$ cat src/rtl/sram_mem_arbiter.sv
// sram_mem_arbiter: round-robin two-requester arbiter onto a single-port synchronous SRAM
module sram_mem_arbiter #(
  parameter int ADDR_BW_p = 16,
  parameter int DATA_BW_p = 32,
  parameter int SRAM_DEPTH_p = 4096,
  localparam int SRAM_AW = $clog2(SRAM_DEPTH_p)
) (
  input  logic                           clk,
  input  logic                           rst,
  input  logic [1:0]                     req_valid_i,
  input  logic [1:0][ADDR_BW_p-1:0]      req_addr_i,
  input  logic [1:0][DATA_BW_p-1:0]      req_wdata_i,
  input  logic [1:0][3:0]                req_wstrb_i,
  output logic [1:0]                     req_ready_o,
  output logic [DATA_BW_p-1:0]           req_rdata_o,
  output logic                           sram_en_o,
  output logic [3:0]                     sram_we_o,
  output logic [SRAM_AW-1:0]             sram_addr_o,
  output logic [DATA_BW_p-1:0]           sram_wdata_o,
  input  logic [DATA_BW_p-1:0]           sram_rdata_i,
  output logic [1:0]                     grant_o
);
  typedef enum logic [1:0] {IDLE, ACCESS, RESP} state_t;
  state_t state_q, state_d;
  logic rr_q, win, win_q, grant, acc, rsp, rd;
  logic [SRAM_AW-1:0] addr_q;
  logic [DATA_BW_p-1:0] wdata_q, rdata_q;
  logic [3:0] wstrb_q;
  logic [1:0] owner;
  logic unused_addr;
  assign unused_addr = ^req_addr_i;
  assign win = &req_valid_i ? rr_q : req_valid_i[1];
  assign grant = state_q == IDLE && |req_valid_i;
  assign acc = state_q == ACCESS;
  assign rsp = state_q == RESP;
  assign rd = rsp && ~|wstrb_q;
  assign owner = win_q ? 2'b10 : 2'b01;
  assign sram_en_o = acc;
  assign sram_we_o = acc ? wstrb_q : '0;
  assign sram_addr_o = acc ? addr_q : '0;
  assign sram_wdata_o = acc ? wdata_q : '0;
  assign req_ready_o = rsp ? owner : 2'b00;
  assign grant_o = acc || rsp ? owner : 2'b00;
  assign req_rdata_o = rd ? sram_rdata_i : rdata_q;
  always_comb begin
    state_d = state_q == IDLE ? (|req_valid_i ? ACCESS : IDLE) : state_q == ACCESS ? RESP : IDLE;
  end
  always_ff @(posedge clk or posedge rst) begin
    if (rst) begin
      state_q <= IDLE;
      rr_q <= 1'b0;
      win_q <= 1'b0;
      addr_q <= '0;
      wdata_q <= '0;
      wstrb_q <= '0;
      rdata_q <= '0;
    end else begin
      state_q <= state_d;
      if (grant) begin
        rr_q <= ~win;
        win_q <= win;
        addr_q <= req_addr_i[win][SRAM_AW+1:2];
        wdata_q <= req_wdata_i[win];
        wstrb_q <= req_wstrb_i[win];
      end
      if (rd) rdata_q <= sram_rdata_i;
    end
  end
endmodule

$ cat config.mk
export PLATFORM = sky130hd
export DESIGN_NAME = sram_mem_arbiter
export DESIGN_NICKNAME = d
export VERILOG_FILES = /design/src/rtl/sram_mem_arbiter.sv
export SDC_FILE = /design/constraint.sdc
export NUM_CORES = 1
export LEC_CHECK = 0
export BUFFER_PORTS_ARGS = -buffer_cell sky130_fd_sc_hd__buf_2
export CAP_MARGIN = 40
export CORE_MARGIN = 4
export CORE_UTILIZATION = 40
export CTS_CLUSTER_SIZE = 14
export DETAILED_ROUTE_END_ITERATION = 8
export PLACE_DENSITY_LB_ADDON = 0.2
export SYNTH_ARGS = -nofsm -noshare
export SYNTH_HDL_FRONTEND = slang
export SYNTH_SLANG_ARGS = --single-unit
$ cat constraint.sdc
create_clock -name clk -period 2.8 [get_ports clk]
set_input_delay 0.56 -clock clk [delete_from_list [all_inputs] [get_ports clk]]
set_output_delay 0.56 -clock clk [all_outputs]
set_load 0.005 [all_outputs]
==> results of run 1 <==
## report_power, final
group	switching (W)	internal, W
Combinational	0.00115	0.00147
Sequential	0.000232	0.00180
Clock	0.000457	0.000335
Total	0.00184	0.00360
## worst reg2reg max path: stages, from the launching register on
cell and delay (ns):
dfrtp_1 0.39, nor4_1 0.25, and2_2 0.34, buf_12 0.26
mux2_2 0.38
## Yosys cell counts
library cell and number:
nor2b_1 2, and2_1 97, a21o_1 2, inv_1 5
buf_12 3, and2_2 2, mux2_4 30, buf_6 1
nor4_1 1, mux2_2 2, buf_2 3, dfrtp_1 84
o21ai_1 1, a21oi_2 2, ha_1 3, clkbuf_1 15
buf_1 1, a221o_1 48, nand2_1 2, buf_4 1
## sequential cells by signal, indices dropped and copies added, names as in the netlist
| name | count |
|---|---|
| rdata_q | 32 |
| wdata_q | 32 |
| addr_q | 12 |
| wstrb_q | 4 |
| state_q | 2 |
| rr_q | 1 |
| win_q | 1 |
## metrics by stage
| stage | utilization [%] | cells | hold WS, ns | total power [W] | worst slack [ns] |
|---|---|---|---|---|---|
| detailed placement | 53.4 | 638 | 0.477 | 0.00472 | 0.490 |
| CTS | 55.3 | 654 | 0.298 | 0.00554 | 0.0801 |
| finish | 55.3 | 654 | 0.290 | 0.00545 | 0.131 |
| floorplan | - | 305 | 0.477 | 0.00369 | 0.0749 |
| global route | 55.3 | 654 | 0.327 | 0.00589 | 0.0144 |
| global placement | 53.4 | 638 | 0.473 | 0.00466 | 0.524 |
## final timing paths
path                                   endpoint  depth (start not counted)
worst max register to register      rdata_q[31]                          4
worst min-delay path                 rdata_q[6]                          2
max in group asynchronous           rdata_q[13]                          3
worst max-delay path            req_rdata_o[31]                          5
worst min register to register      rdata_q[15]                          1
min in group clk                    wdata_q[11]                          2
## final cells by class
type                    instances  area (um2)  share of cell area, %
clock buffers                   9         124                   2.31
clock inverters                 7        56.3                   1.05
inverters                       5        20.0                  0.374
multi-input cells             192        1700                   31.7
flip-flops and latches         84        2100                   39.2
well taps                     133         166                   3.11
repair buffers                224        1190                   22.2
## metal layers
layer / track usage, % / vias up / share of wire, %
met2: 28.0 / 160 / 45
li1: - / 1506 / -
met3: 5.58 / 19 / 9.4
met5: 0 / - / 0
met4: 6.31 / 0 / 1.6
met1: 24.3 / 1507 / 44
## logic make-up after synthesis
kind of cell    after synthesis  synth area share [%]
buf+inv                      29                  4.37
fa+ha+maj                     3                 0.950
flops                        84                  53.2
mux                          32                  12.0
compound gates               53                  13.1
simple gates                104                  16.4
==> impl_metrics.env, run 1 <==
export IMPL_antenna_found_initial=0
export IMPL_dr_pass1_iters=4
export IMPL_post_dp_cell_area_um2=5180
export IMPL_drive_above_1_share_pct=53.6
export IMPL_io_pin_count=225
export IMPL_worst_ir_drop_vdd_v=0.000388
export IMPL_cp_data_arrival_time_ns=2.11
export IMPL_grt_pass1_vias=3231
export IMPL_final_common_cell="buf_2"
export IMPL_grt_pass1_wl_um=16500
export IMPL_layout_nets=659
export IMPL_n_antenna_cell=0
export IMPL_grt_use_total_pct=18.2
export IMPL_cts_tree="built"
export IMPL_hold_class="in -> async"
export IMPL_start_util_pct=40.8
export IMPL_cellLeakagePower_nw=2.84
export IMPL_skew_ns=0.0113
export IMPL_clk_latency_ns=0.35
export IMPL_coreArea_um2=9680
export IMPL_rows=36
export IMPL_crit_path_end_kind="output port"
export IMPL_mostFrequentLayoutCells="buf_2 (216), and2_1 (96), dfrtp_1 (84)"
export IMPL_cts_buffers=9
export IMPL_regToRegStartpoint="wstrb_q[0]"
export IMPL_syn_num_nets=448
export IMPL_io_buffer_count=216
export IMPL_cts_max_path_buffers=2
export IMPL_clk_pin_slew_worst_paths_ns=0.09
export IMPL_status="completed"
export IMPL_seq_area_frac_synth_pct=53.2
export IMPL_synth_top_area_share_pct=53.2
export IMPL_num_vias=3192
export IMPL_wire_per_inst_um=16.1
export IMPL_crit_slowest_cell="dfrtp_1"
export IMPL_maxSlewHeadroom_pct=52.2
export IMPL_fillers=827
export IMPL_synth_top_area_cell="dfrtp_1"
export IMPL_die_area_um2=11500
export IMPL_yosysWarnings=0
export IMPL_ys_ff_latch=84
export IMPL_cp_data_required_time_ns=2.24
export IMPL_maxCapViolCount=0
export IMPL_cts_hold_buffers=0
export IMPL_drc_errors=0
export IMPL_synth_area_leaders="dfrtp_1 (53%), and2_1 (15%), a221o_1 (12%)"
export IMPL_routabilityCongestion=0.764
export IMPL_fmax_mhz=375
export IMPL_crit_type="reg -> out"
export IMPL_rsz0062_at_grt="no"
export IMPL_setup_tns_ns=0
export IMPL_cts_resized=0
export IMPL_crit_start="wstrb_q[0]"
export IMPL_grt_max_degree=46
export IMPL_die_y_um=107
export IMPL_cp_num_buf_inv=2
export IMPL_clock_sinks=84
export IMPL_netlist_instances=305
export IMPL_worstMarginPinSlew_ns=0.716
export IMPL_fin_area_um2=5360
export IMPL_post_cts_setup_buffers=0
export IMPL_detail_route_antenna_nets=0
export IMPL_startpoint_type="flip-flop"
export IMPL_p_per_area_nw_per_um2=1020
export IMPL_max_stage_delay_ns=0.39
export IMPL_wl_um=10600
export IMPL_cts_root_buffer="clkbuf_8"
export IMPL_cp_top_family="simple AND/OR/NAND/NOR gates"
export IMPL_rrSetupSlack_ns=1.05
export IMPL_hold_violations=0
export IMPL_synth_distinct_cells=20
export IMPL_overflow=0
export IMPL_area_growth_pct=35.6
export IMPL_drtIter0Drc=136
export IMPL_syn_area_um2=3950
export IMPL_finalMaxSlewViolations=0
export IMPL_dieWidth_um=107
export IMPL_setup_viol=0
export IMPL_worstPathMaxFanout=26
export IMPL_syn_avg_cell_area_um2=13.0
export IMPL_ctsHtreeMaxLevel=3
export IMPL_min_period_ns=2.67
export IMPL_cp_cell_sequence="nor4_1 -> and2_2 -> buf_12 -> mux2_2 -> buf_2"
export IMPL_via_per_inst=4.88
export IMPL_dp_hpwl_um=7690
export IMPL_fin_crit_sh_pct=95.3
Note: power is estimated with default switching activity, not from simulation.
==> run 2: changes to the inputs <==
--- a/config.mk
+++ b/config.mk
@@ -8,9 +8,10 @@
 export BUFFER_PORTS_ARGS = -buffer_cell sky130_fd_sc_hd__buf_2
 export CAP_MARGIN = 40
 export CORE_MARGIN = 4
-export CORE_UTILIZATION = 40
+export CORE_UTILIZATION = 25
 export CTS_CLUSTER_SIZE = 14
 export DETAILED_ROUTE_END_ITERATION = 8
+export MAX_ROUTING_LAYER = met4
 export PLACE_DENSITY_LB_ADDON = 0.2
 export SYNTH_ARGS = -nofsm -noshare
 export SYNTH_HDL_FRONTEND = slang
==> run 2 against run 1 <==
Routed wire length grew 9.4%. Register-to-register slack lost 0.07 ns. Clock power grew 46%. Fmax grew 6.1%. Count of clock-buffer cells in the layout grew 3. Sequential share of layout area shrank 1.5 points. Core utilization shrank 19 points. Via count shrank 0.28%. Critical path type unchanged. Critical endpoint is now req_rdata_o[0].
==> impl_metrics.env, run 2 (same netlist as run 1, synthesis figures left out) <==
export IMPL_status="completed"
export IMPL_max_stage_delay_ns=0.40
export IMPL_power_switching_w=0.00188
export IMPL_grt_max_degree=85
export IMPL_p_per_area_nw_per_um2=1050
export IMPL_internal_power_w=0.00396
export IMPL_clk_latency_ns=0.34
export IMPL_worst_ir_drop_vdd_v=0.000333
export IMPL_wire_per_inst_um=15.8
export IMPL_clk_pin_slew_worst_paths_ns=0.06
export IMPL_setup_viol=0
export IMPL_dp_slack_ns=0.604
export IMPL_post_cts_setup_buffers=0
export IMPL_total_power_w=0.00584
export IMPL_io_buffer_count=216
export IMPL_regToRegStartpoint="state_q[0]"
export IMPL_rsz0062_at_grt="no"
export IMPL_antenna_found_initial=2
export IMPL_coreArea_um2=15400
export IMPL_cp_top_family="simple AND/OR/NAND/NOR gates"
export IMPL_worstPathMaxFanout=32
export IMPL_num_vias=3183
export IMPL_crit_type="reg -> out"
export IMPL_crit_start="wstrb_q[0]"
export IMPL_routabilityCongestion=0.711
export IMPL_clock_sinks=84
export IMPL_place_inst=715
export IMPL_setup_tns_ns=0
export IMPL_crit_slowest_cell="dfrtp_1"
export IMPL_p_seq_share_pct=35.0
export IMPL_drc_errors=0
export IMPL_cts_root_buffer="clkbuf_16"
export IMPL_p_comb_share_pct=45.1
export IMPL_final_common_cell="buf_2"
export IMPL_fmax_mhz=398
export IMPL_maxSlewHeadroom_pct=64.7
export IMPL_instances_no_fill=733
export IMPL_detail_route_antenna_nets=0
export IMPL_post_route_util_pct=36.2
export IMPL_cp_num_buf_inv=2
export IMPL_worstMarginPinSlew_ns=0.529
export IMPL_cts_buffers=9
export IMPL_grt_use_total_pct=13.6
export IMPL_drive_above_1_share_pct=53.1
export IMPL_startpoint_type="flip-flop"
export IMPL_switching_share_pct=32.1
export IMPL_cts_hold_buffers=0
export IMPL_layout_nets=658
export IMPL_overflow=0
export IMPL_io_pin_count=225
export IMPL_grt_pass1_vias=3542
export IMPL_finalMaxSlewViolations=0
export IMPL_maxCapViolCount=0
export IMPL_hold_class="in -> async"
export IMPL_rows=45
export IMPL_die_area_um2=17900
export IMPL_cp_cell_sequence="nor4_1 -> and2_2 -> buf_12 -> mux2_2 -> buf_2"
export IMPL_wl_um=11600
export IMPL_fin_crit_sh_pct=89.8
export IMPL_grt_pass1_wl_um=18700
export IMPL_clkPwrFrac_pct=19.9
export IMPL_die_y_um=134
export IMPL_layout_setup_ws_ns=0.285
export IMPL_cts_tree="built"
export IMPL_crit_path_end_kind="output port"
export IMPL_fillers=1572
export IMPL_dr_pass1_iters=4
export IMPL_cp_data_arrival_time_ns=1.95
export IMPL_cts_max_path_buffers=2
export IMPL_dieWidth_um=134
export IMPL_cp_data_required_time_ns=2.24
export IMPL_area_growth_pct=40.9
export IMPL_hold_violations=0
export IMPL_mostFrequentLayoutCells="buf_2 (216), and2_1 (96), dfrtp_1 (84)"
export IMPL_start_util_pct=25.7
export IMPL_cellLeakagePower_nw=2.88
export IMPL_cts_resized=0
export IMPL_drtIter0Drc=76
export IMPL_skew_ns=0.00770
export IMPL_min_period_ns=2.51
export IMPL_via_per_inst=4.34
export IMPL_ctsHtreeMaxLevel=3
export IMPL_largestRegisters="rdata_q: 32 flops, wdata_q: 32 flops, addr_q: 12 flops"
export IMPL_dp_hpwl_um=8270
-- run 2: worst register-to-register path, stage by stage, from the launching register on --
cell	delay [ns]
dfrtp_1	0.38
inv_1	0.08
ha_1	0.26
nand2_1	0.12
a21oi_4	0.44
buf_12	0.28
a221o_1	0.19
-- run 2: cell type report --
type                    instances  area [um2]  area share, %
well taps                     211         264           4.74
multi-input cells             192        1710           30.7
repair buffers                223        1180           21.3
diodes                          2        5.00         0.0899
inverters                       5        20.0          0.360
clock inverters                 4        50.0          0.899
clock buffers                  12         236           4.25
flip-flops and latches         84        2100           37.8
-- run 2: power by group through the flow --
| stage | clock (W) | sequential [W] | combinational [W] |
|---|---|---|---|
| 6_report | 0.00116 | 0.00204 | 0.00263 |
| 5_1_grt | 0.00127 | 0.00212 | 0.00295 |
| 3_5_place_dp | 0 | 0.00205 | 0.00272 |
| 3_3_place_gp | 0 | 0.00204 | 0.00268 |
| 4_1_cts | 0.00123 | 0.00205 | 0.00271 |
| 2_1_floorplan | 0 | 0.00197 | 0.00172 |
-- run 2: per-stage QoR --
stage | area (um2) | hold slack, ns
CTS | 5560 | 0.334
finish | 5570 | 0.317
floorplan | 3950 | 0.477
global placement | 5280 | 0.474
detailed placement | 5280 | 0.478
global route | 5570 | 0.352
-- run 2: per-layer routing --
metal  routed length, um  vias up  part of all wire [%]  GRT usage (%)
met4                 203        0                   1.8           4.40
met3                 899       13                   7.8           4.38
met5                   0        -                     0              -
met1                5370     1516                    47           17.4
met2                5080      147                    44           20.4
li1                    -     1507                     -              -
-- run 2: final timing paths --
check                                      end  slack, ns  cells past startpoint
worst max-delay path            req_rdata_o[0]       0.29                      5
worst min-delay path                 addr_q[3]       0.32                      3
worst max register to register     wdata_q[30]       0.98                      6
worst min register to register     rdata_q[30]       0.49                      1
max in group asynchronous          wdata_q[29]       2.14                      3
min in group clk                    wstrb_q[3]       0.45                      2
